==> config.mk <==
export PLATFORM = sky130hd
export DESIGN_NAME = inst_fetcher_flat
export DESIGN_NICKNAME = d
export VERILOG_FILES = /design/src/rtl/inst_fetcher_pkg.sv /design/src/rtl/inst_fetcher_if.sv /design/src/rtl/inst_fetcher_icache_array.sv /design/src/rtl/inst_fetcher.sv /design/src/flat_wrapper.sv
export SDC_FILE = /design/constraint.sdc
export NUM_CORES = 2
export LEC_CHECK = 0
export BUFFER_PORTS_ARGS = -buffer_cell sky130_fd_sc_hd__buf_2
export CORE_MARGIN = 2
export CORE_UTILIZATION = 25
export CTS_BUF_LIST = sky130_fd_sc_hd__clkbuf_8
export CTS_CLUSTER_DIAMETER = 30
export DETAILED_ROUTE_END_ITERATION = 16
export MAX_ROUTING_LAYER = met4
export PLACE_DENSITY = 0.51
export SYNTH_ARGS = -nofsm -noshare
export SYNTH_HDL_FRONTEND = slang
export SYNTH_SLANG_ARGS = --single-unit
==> constraint.sdc <==
create_clock -name clk -period 5.58 [get_ports clk]
set_input_delay 0.558 -clock clk [delete_from_list [all_inputs] [get_ports clk]]
set_output_delay 0.558 -clock clk [all_outputs]
set_load 0.02 [all_outputs]
==> src/rtl/inst_fetcher_pkg.sv <==
// Shared widths, state encoding and cache geometry defaults for the instruction fetcher.
// JAL_PREDICT_EN (optional macro) enables static JAL target prediction in inst_fetcher.
package inst_fetcher_pkg;

    localparam int AddrBus          = 32;
    localparam int InstBus          = 32;
    localparam int ICACHE_LINES_DEF = 64;
    localparam int INDEX_W_DEF      = 6;

    localparam logic [6:0] JAL_OPCODE = 7'b1101111;

    typedef enum logic [1:0] {
        IDLE       = 2'd0,
        MISS       = 2'd1,
        MISS_FLUSH = 2'd2
    } fetch_state_t;

    // Sign-extended J-type immediate {imm[20|10:1|11|19:12], 0}.
    function automatic logic [AddrBus-1:0] jal_offset(input logic [InstBus-1:0] inst);
        return {{11{inst[31]}}, inst[31], inst[19:12], inst[20], inst[30:21], 1'b0};
    endfunction

endpackage

==> src/rtl/inst_fetcher_if.sv <==
// Fetcher-facing bundle: memory controller request/response, redirect input and IQ delivery.
// The fetcher itself uses the master modport; the surrounding system uses slave.
interface inst_fetcher_if;
    import inst_fetcher_pkg::*;

    logic               mc_en;
    logic [AddrBus-1:0] mc_addr;
    logic               mc_done;
    logic [InstBus-1:0] mc_inst;
    logic               jump_en;
    logic [AddrBus-1:0] jump_pc;
    logic               iq_full;
    logic               iq_en;
    logic [InstBus-1:0] iq_inst;
    logic [AddrBus-1:0] iq_pc;

    modport master (
        output mc_en, mc_addr, iq_en, iq_inst, iq_pc,
        input  mc_done, mc_inst, jump_en, jump_pc, iq_full
    );

    modport slave (
        input  mc_en, mc_addr, iq_en, iq_inst, iq_pc,
        output mc_done, mc_inst, jump_en, jump_pc, iq_full
    );

endinterface

==> src/rtl/inst_fetcher_icache_array.sv <==
// Direct-mapped instruction cache storage: one instruction per line, combinational read,
// synchronous write, valid bits cleared asynchronously on rst.
module icache_array
    import inst_fetcher_pkg::*;
#(
    parameter int LINES   = ICACHE_LINES_DEF,
    parameter int INDEX_W = INDEX_W_DEF,
    parameter int TAG_W   = AddrBus - INDEX_W - 2
) (
    input  logic               clk,
    input  logic               rst,
    input  logic [INDEX_W-1:0] rd_idx,
    output logic               rd_valid,
    output logic [TAG_W-1:0]   rd_tag,
    output logic [InstBus-1:0] rd_data,
    input  logic               we,
    input  logic [INDEX_W-1:0] wr_idx,
    input  logic [TAG_W-1:0]   wr_tag,
    input  logic [InstBus-1:0] wr_data
);

    logic [LINES-1:0]   valid;
    logic [TAG_W-1:0]   tags [LINES];
    logic [InstBus-1:0] data [LINES];

    always_ff @(posedge clk or posedge rst) begin
        if (rst) begin
            valid <= '0;
        end else if (we) begin
            valid[wr_idx] <= 1'b1;
        end
    end

    // Tag/data need no reset: they are only observed through a set valid bit.
    always_ff @(posedge clk) begin
        if (we) begin
            tags[wr_idx] <= wr_tag;
            data[wr_idx] <= wr_data;
        end
    end

    assign rd_valid = valid[rd_idx];
    assign rd_tag   = tags[rd_idx];
    assign rd_data  = data[rd_idx];

endmodule

==> src/rtl/inst_fetcher.sv <==
// Instruction fetch stage: PC, direct-mapped icache lookup, miss handling toward the memory
// controller and single-instruction delivery to the IQ. Optional macro: JAL_PREDICT_EN.
module inst_fetcher
    import inst_fetcher_pkg::*;
#(
    parameter int               ICACHE_LINES = ICACHE_LINES_DEF,
    parameter int               INDEX_W      = INDEX_W_DEF,
    parameter logic [AddrBus-1:0] RESET_PC   = '0
) (
    input  logic          clk,
    input  logic          rst,
    input  logic          rdy,
    inst_fetcher_if.master bus
);

    localparam int TAG_W = AddrBus - INDEX_W - 2;

    fetch_state_t       state, state_nx;
    logic [AddrBus-1:0] pc, pc_nx;
    logic               mc_en, mc_en_nx;
    logic [AddrBus-1:0] mc_addr, mc_addr_nx;
    logic               iq_en, iq_en_nx;
    logic [InstBus-1:0] iq_inst, iq_inst_nx;
    logic [AddrBus-1:0] iq_pc, iq_pc_nx;

    logic               rd_valid;
    logic [TAG_W-1:0]   rd_tag;
    logic [InstBus-1:0] rd_data;
    logic               hit;
    logic               fill;
    logic [AddrBus-1:0] seq_pc;

    icache_array #(
        .LINES   (ICACHE_LINES),
        .INDEX_W (INDEX_W),
        .TAG_W   (TAG_W)
    ) u_icache (
        .clk      (clk),
        .rst      (rst),
        .rd_idx   (pc[INDEX_W+1:2]),
        .rd_valid (rd_valid),
        .rd_tag   (rd_tag),
        .rd_data  (rd_data),
        .we       (fill),
        .wr_idx   (mc_addr[INDEX_W+1:2]),
        .wr_tag   (mc_addr[AddrBus-1:INDEX_W+2]),
        .wr_data  (bus.mc_inst)
    );

    assign hit = rd_valid && (rd_tag == pc[AddrBus-1:INDEX_W+2]);

    // A redirect during the miss only moves pc; the outstanding line is still filled.
    assign fill = rdy && (state != IDLE) && bus.mc_done;

`ifdef JAL_PREDICT_EN
    assign seq_pc = (rd_data[6:0] == JAL_OPCODE) ? pc + jal_offset(rd_data) : pc + 32'd4;
`else
    assign seq_pc = pc + 32'd4;
`endif

    always_comb begin
        state_nx   = state;
        pc_nx      = pc;
        mc_en_nx   = mc_en;
        mc_addr_nx = mc_addr;
        iq_en_nx   = iq_en;
        iq_inst_nx = iq_inst;
        iq_pc_nx   = iq_pc;
        case (state)
            IDLE: begin
                iq_en_nx = 1'b0;
                if (bus.jump_en) begin
                    pc_nx = bus.jump_pc;
                end else if (hit) begin
                    if (!bus.iq_full) begin
                        iq_en_nx   = 1'b1;
                        iq_inst_nx = rd_data;
                        iq_pc_nx   = pc;
                        pc_nx      = seq_pc;
                    end
                end else begin
                    mc_en_nx   = 1'b1;
                    mc_addr_nx = pc;
                    state_nx   = MISS;
                end
            end
            MISS, MISS_FLUSH: begin
                iq_en_nx = 1'b0;
                if (bus.jump_en) begin
                    pc_nx = bus.jump_pc;
                end
                if (bus.mc_done) begin
                    mc_en_nx = 1'b0;
                    state_nx = IDLE;
                end else if (bus.jump_en) begin
                    state_nx = MISS_FLUSH;
                end
            end
            default: begin
                state_nx = IDLE;
                iq_en_nx = 1'b0;
            end
        endcase
    end

    always_ff @(posedge clk or posedge rst) begin
        if (rst) begin
            state   <= IDLE;
            pc      <= RESET_PC;
            mc_en   <= 1'b0;
            mc_addr <= '0;
            iq_en   <= 1'b0;
            iq_inst <= '0;
            iq_pc   <= '0;
        end else if (rdy) begin
            state   <= state_nx;
            pc      <= pc_nx;
            mc_en   <= mc_en_nx;
            mc_addr <= mc_addr_nx;
            iq_en   <= iq_en_nx;
            iq_inst <= iq_inst_nx;
            iq_pc   <= iq_pc_nx;
        end
    end

    assign bus.mc_en   = mc_en;
    assign bus.mc_addr = mc_addr;
    assign bus.iq_en   = iq_en;
    assign bus.iq_inst = iq_inst;
    assign bus.iq_pc   = iq_pc;

endmodule
==> src/flat_wrapper.sv <==
// flat-port wrapper written by rule: the top's interface ports become plain ports
module inst_fetcher_flat import inst_fetcher_pkg::*;
#(
    parameter int               ICACHE_LINES = ICACHE_LINES_DEF,
    parameter int               INDEX_W      = INDEX_W_DEF,
    parameter logic [AddrBus-1:0] RESET_PC   = '0
)
  (clk, rst, rdy, bus_mc_en, bus_mc_addr, bus_iq_en, bus_iq_inst, bus_iq_pc, bus_mc_done, bus_mc_inst, bus_jump_en, bus_jump_pc, bus_iq_full);
  inst_fetcher_if bus_i ();
  input  logic clk;
  input  logic rst;
  input  logic rdy;
  output wire logic [$bits(bus_i.mc_en)-1:0] bus_mc_en;
  output wire logic [$bits(bus_i.mc_addr)-1:0] bus_mc_addr;
  output wire logic [$bits(bus_i.iq_en)-1:0] bus_iq_en;
  output wire logic [$bits(bus_i.iq_inst)-1:0] bus_iq_inst;
  output wire logic [$bits(bus_i.iq_pc)-1:0] bus_iq_pc;
  input wire logic [$bits(bus_i.mc_done)-1:0] bus_mc_done;
  input wire logic [$bits(bus_i.mc_inst)-1:0] bus_mc_inst;
  input wire logic [$bits(bus_i.jump_en)-1:0] bus_jump_en;
  input wire logic [$bits(bus_i.jump_pc)-1:0] bus_jump_pc;
  input wire logic [$bits(bus_i.iq_full)-1:0] bus_iq_full;
  assign bus_mc_en = bus_i.mc_en;
  assign bus_mc_addr = bus_i.mc_addr;
  assign bus_iq_en = bus_i.iq_en;
  assign bus_iq_inst = bus_i.iq_inst;
  assign bus_iq_pc = bus_i.iq_pc;
  assign bus_i.mc_done = bus_mc_done;
  assign bus_i.mc_inst = bus_mc_inst;
  assign bus_i.jump_en = bus_jump_en;
  assign bus_i.jump_pc = bus_jump_pc;
  assign bus_i.iq_full = bus_iq_full;
  inst_fetcher #(.ICACHE_LINES(ICACHE_LINES), .INDEX_W(INDEX_W), .RESET_PC(RESET_PC)) u_core (.clk(clk), .rst(rst), .rdy(rdy), .bus(bus_i));
endmodule
==> results.yml <==
sta:
  finalCritPeriodShare: 0.996
  max_slew.worst_pin.slew_ns: 1.34
  max_freq_mhz: 180
  post-route-min-period_ns: 5.56
  rsz0062_at_grt: "false"
  endpoints_failing_hold: 0
  timing_max_transition_violations_final: 0
  final-setup-viol-count: 0
  finalHoldWorstSlack_ns: 0.116
  maxSlewHeadroom: 0.106
  fin_worst_skew_ns: 0.134
critical_path:
  path_cells: "buf_12 -> o31ai_1 -> buf_4 -> a2111oi_2 -> buf_4 -> o21bai_1 -> a221oi_2 -> buf_4 -> a41oi_1 -> or3_1 -> or4_4 -> or4_4 -> buf_12 -> mux2_4"
  critical_path_required_ns: 6.60
  worst_r2r_endpoint: "u_core.bus.iq_inst[10]"
  critical_path.reg2reg.startpoint: "u_core.pc[6]"
  critical_path_arrival_ns: 6.58
  critical_path_peak_fanout: 30
  critical-path-slowest-cell: "dfrtp_4"
  start_kind: "flip-flop"
  timing.reg2reg.worst_path_depth: 14
  timing.reg2reg.setup_slack_ns: 0.02
  worst_path_most_repeated_cell: "buf_4"
  timing_worst_setup_path_type: "reg2reg"
  critical_path.endpoint_type: "flip-flop"
  cpPeakStageDelay_ns: 0.88
routing:
  dr_total_vias: 75300
  post-route-drc-count: 0
  drt_iter0_drc: 9898
  routed_wirelength_um: 480000
  vias_per_cell: 4.81
  avgRoutedWirePerCell_um: 30.6
  drtAntennaViolNets: 0
  drtPass1Iterations: 6
min_path:
  hold-path-cell-count: 1
  hold_path_end: "u_core.u_icache.data[14][2]"
  worst_hold_startpoint: "bus_mc_inst[2]"
  hold_path_class: "in2reg"
layout:
  area_delta_synth_final_pct: 19.6
  layout-drive-gt1-share: 0.364
  layout.cell_area.non_filler_um2: 174000
  fillCellCount: 56000
  layout.cells.most_common_list: "3,584 x edfxtp_1, 983 x mux4_2, 709 x clkbuf_8"
  multi_input_area_um2: 32000
  mostFrequentLayoutCell: "edfxtp_1"
  layout.area.seq_um2: 113000
  layout.nets: 7414
die:
  die_x_um: 768
  fp.coreArea_um2: 581000
  fp-row-count: 280
  die-area_um2: 589000
  ioPinCount: 168
  die_height_um: 768
  start_util: 0.251
pwr:
  overall_power_uw: 85600
  p_per_area_nw_per_um2: 491
  p_leak_uw: 0.0563
  worst_ir_drop_vdd_mv: 0.458
grt:
  busiest_layer: "met2"
  first_global_vias: 77200
  grt_max_degree: 141
  grt_pass1_wl_um: 651000
  grt_remaining_overflow: 0
  antenna_violations_before_repair: 45
  grt_util_met1: 0.213
  grtUsageMet2: 0.262
  grt_use_met3: 0.0260
  grt_usage: 0.162
synth:
  synth_enable_flop_cells: 3584
  mean_syn_cell_area_um2: 22.8
  synthCells: 6379
  postSynthRegisterBits: 3780
  yosys_most_used_dff: "edfxtp_1"
  syn_area_um2: 146000
  ys_seq_area_frac: 0.772
  synthDistinctLibCells: 82
  yosys_warnings: 0
  async_flop_share: 0.0519
  mappedNetlistNets: 6452
outcome:
  status: "finished clean"
clock_network:
  total_number_of_h_tree_levels: 6
  root_buffer: "clkbuf_8"
  tritoncts_num_sinks: 3780
  tritoncts: "done"
  worst_setup_hold_path_clk_slew_ns: 0.06
  clock_insertion_delay_worst_skew_ns: 1.27
  tritoncts.num_buffers: 691
  cts_buffer_depth: 4
place:
  gp_routability_congestion: 0.833
  io_buffers: 167
  postPlaceCellArea_um2: 159000
  detailedPlacementHpwl_um: 260000
flow_run:
  max_cap_violations: 0
-- power by group --
| group | internal (uW) | switching, uW | total [uW] |
|---|---|---|---|
| Clock | 14600 | 12300 | 26900 |
| Sequential | 33200 | 1430 | 34600 |
| Combinational | 10400 | 13700 | 24100 |
| Total | 58200 | 27300 | 85600 |
-- what timing repair did --
item | in CTS | in global routing
pin swaps | 0 | 1
setup buffers | 4 | 4
resized for setup | 3 | 9
endpoints found under the hold margin | 858 | 0
endpoints found under the setup margin | 129 | 66
hold buffers | 56 | 0
-- worst max path at each step --
stage            startpoint                     end  slack (ns)  cells after the start
4_1_cts        u_core.pc[5]  u_core.bus.iq_inst[10]        0.02                     13
3_5_place_dp   u_core.pc[2]   u_core.bus.iq_inst[5]       -0.77                     13
6_report       u_core.pc[6]  u_core.bus.iq_inst[10]        0.02                     14
3_3_place_gp   u_core.pc[2]   u_core.bus.iq_inst[5]       -0.89                     13
2_1_floorplan  u_core.pc[2]   u_core.bus.iq_inst[7]        1.06                     15
5_1_grt        u_core.pc[3]           u_core.pc[21]        0.01                     17
-- Yosys cell counts (all sizes together) (30+ instances only) --
cell type  number  area [um2]
edfxtp       3584      108000
a22oi          97         728
dfrtp         196        4900
o21ai          32         160
nor2          118         443
mux4          983       22100
clkbuf        176         661
mux2i         191        1910
or2            65         407
a21oi          36         180
a31oi          31         194
mux2          132        1670
buf           185        1110
nand2         110         413
nand3          54         270
a211oi         30         225
-- metal layers --
layer	share of wire	wire length (um)	vias up
li1	-	-	29300
met4	0.029	14100	0
met3	0.072	34400	788
met2	0.49	233000	3603
met5	0	0	-
met1	0.41	198000	41600
-- worst max-delay path, delay by kind of cell, from the launching register on --
| family | cells | cell delay [ns] |
|---|---|---|
| simple gates | 3 | 1.63 |
| compound gates | 5 | 1.30 |
| buf+inv | 5 | 1.14 |
| flops | 1 | 0.88 |
| mux | 1 | 0.33 |
-- flip-flops by register name, indices dropped and copies added (netlist names) --
register and cells:
u_core.u_icache.valid 64, u_core.state 2, u_core.bus.mc_en 1, u_core.bus.mc_addr 32, u_core.bus.iq_pc 32, u_core.bus.iq_inst 32, u_core.u_icache.tags 1536, u_core.u_icache.data 2048
u_core.bus.iq_en 1, u_core.pc 32
-- per-stage QoR --
stage,worst slack (ns),std cells,TNS (ns),utilization
floorplan,1.06,6379,0,-
global placement,-0.893,14300,-73.64,0.274
finish,0.0234,15700,0,0.300
CTS,0.0214,15600,0,0.300
global route,0.0105,15700,0,0.300
detailed placement,-0.768,14300,-58.69,0.274
-- kinds of logic (layout without fill, tap and decap cells) --
| kind of cell | after synthesis | in the layout | share of synthesized area |
|---|---|---|---|
| multiplexers | 1306 | 1306 | 0.177 |
| AND/OR/NAND/NOR | 511 | 511 | 0.0179 |
| AO/OA/AOI/OAI | 376 | 376 | 0.0191 |
| adder cells (fa/ha/maj) | 3 | 3 | 0.000258 |
| flip-flops | 3780 | 3780 | 0.772 |
| buffers and inverters | 376 | 1889 | 0.0126 |
| other | 0 | 18 | 0 |
| XOR/XNOR | 27 | 27 | 0.00162 |
-- cell type report --
class / instances / area share
Multi-Input combinational cell: 2223 / 0.183
Inverter: 15 / 0.000431
Tap cell: 7755 / 0.0557
Clock inverter: 535 / 0.0248
Antenna cell: 18 / 0.000258
Timing Repair Buffer: 630 / 0.0338
Clock buffer: 709 / 0.0560
Sequential cell: 3780 / 0.646
Power figures use the tool's default switching activity.
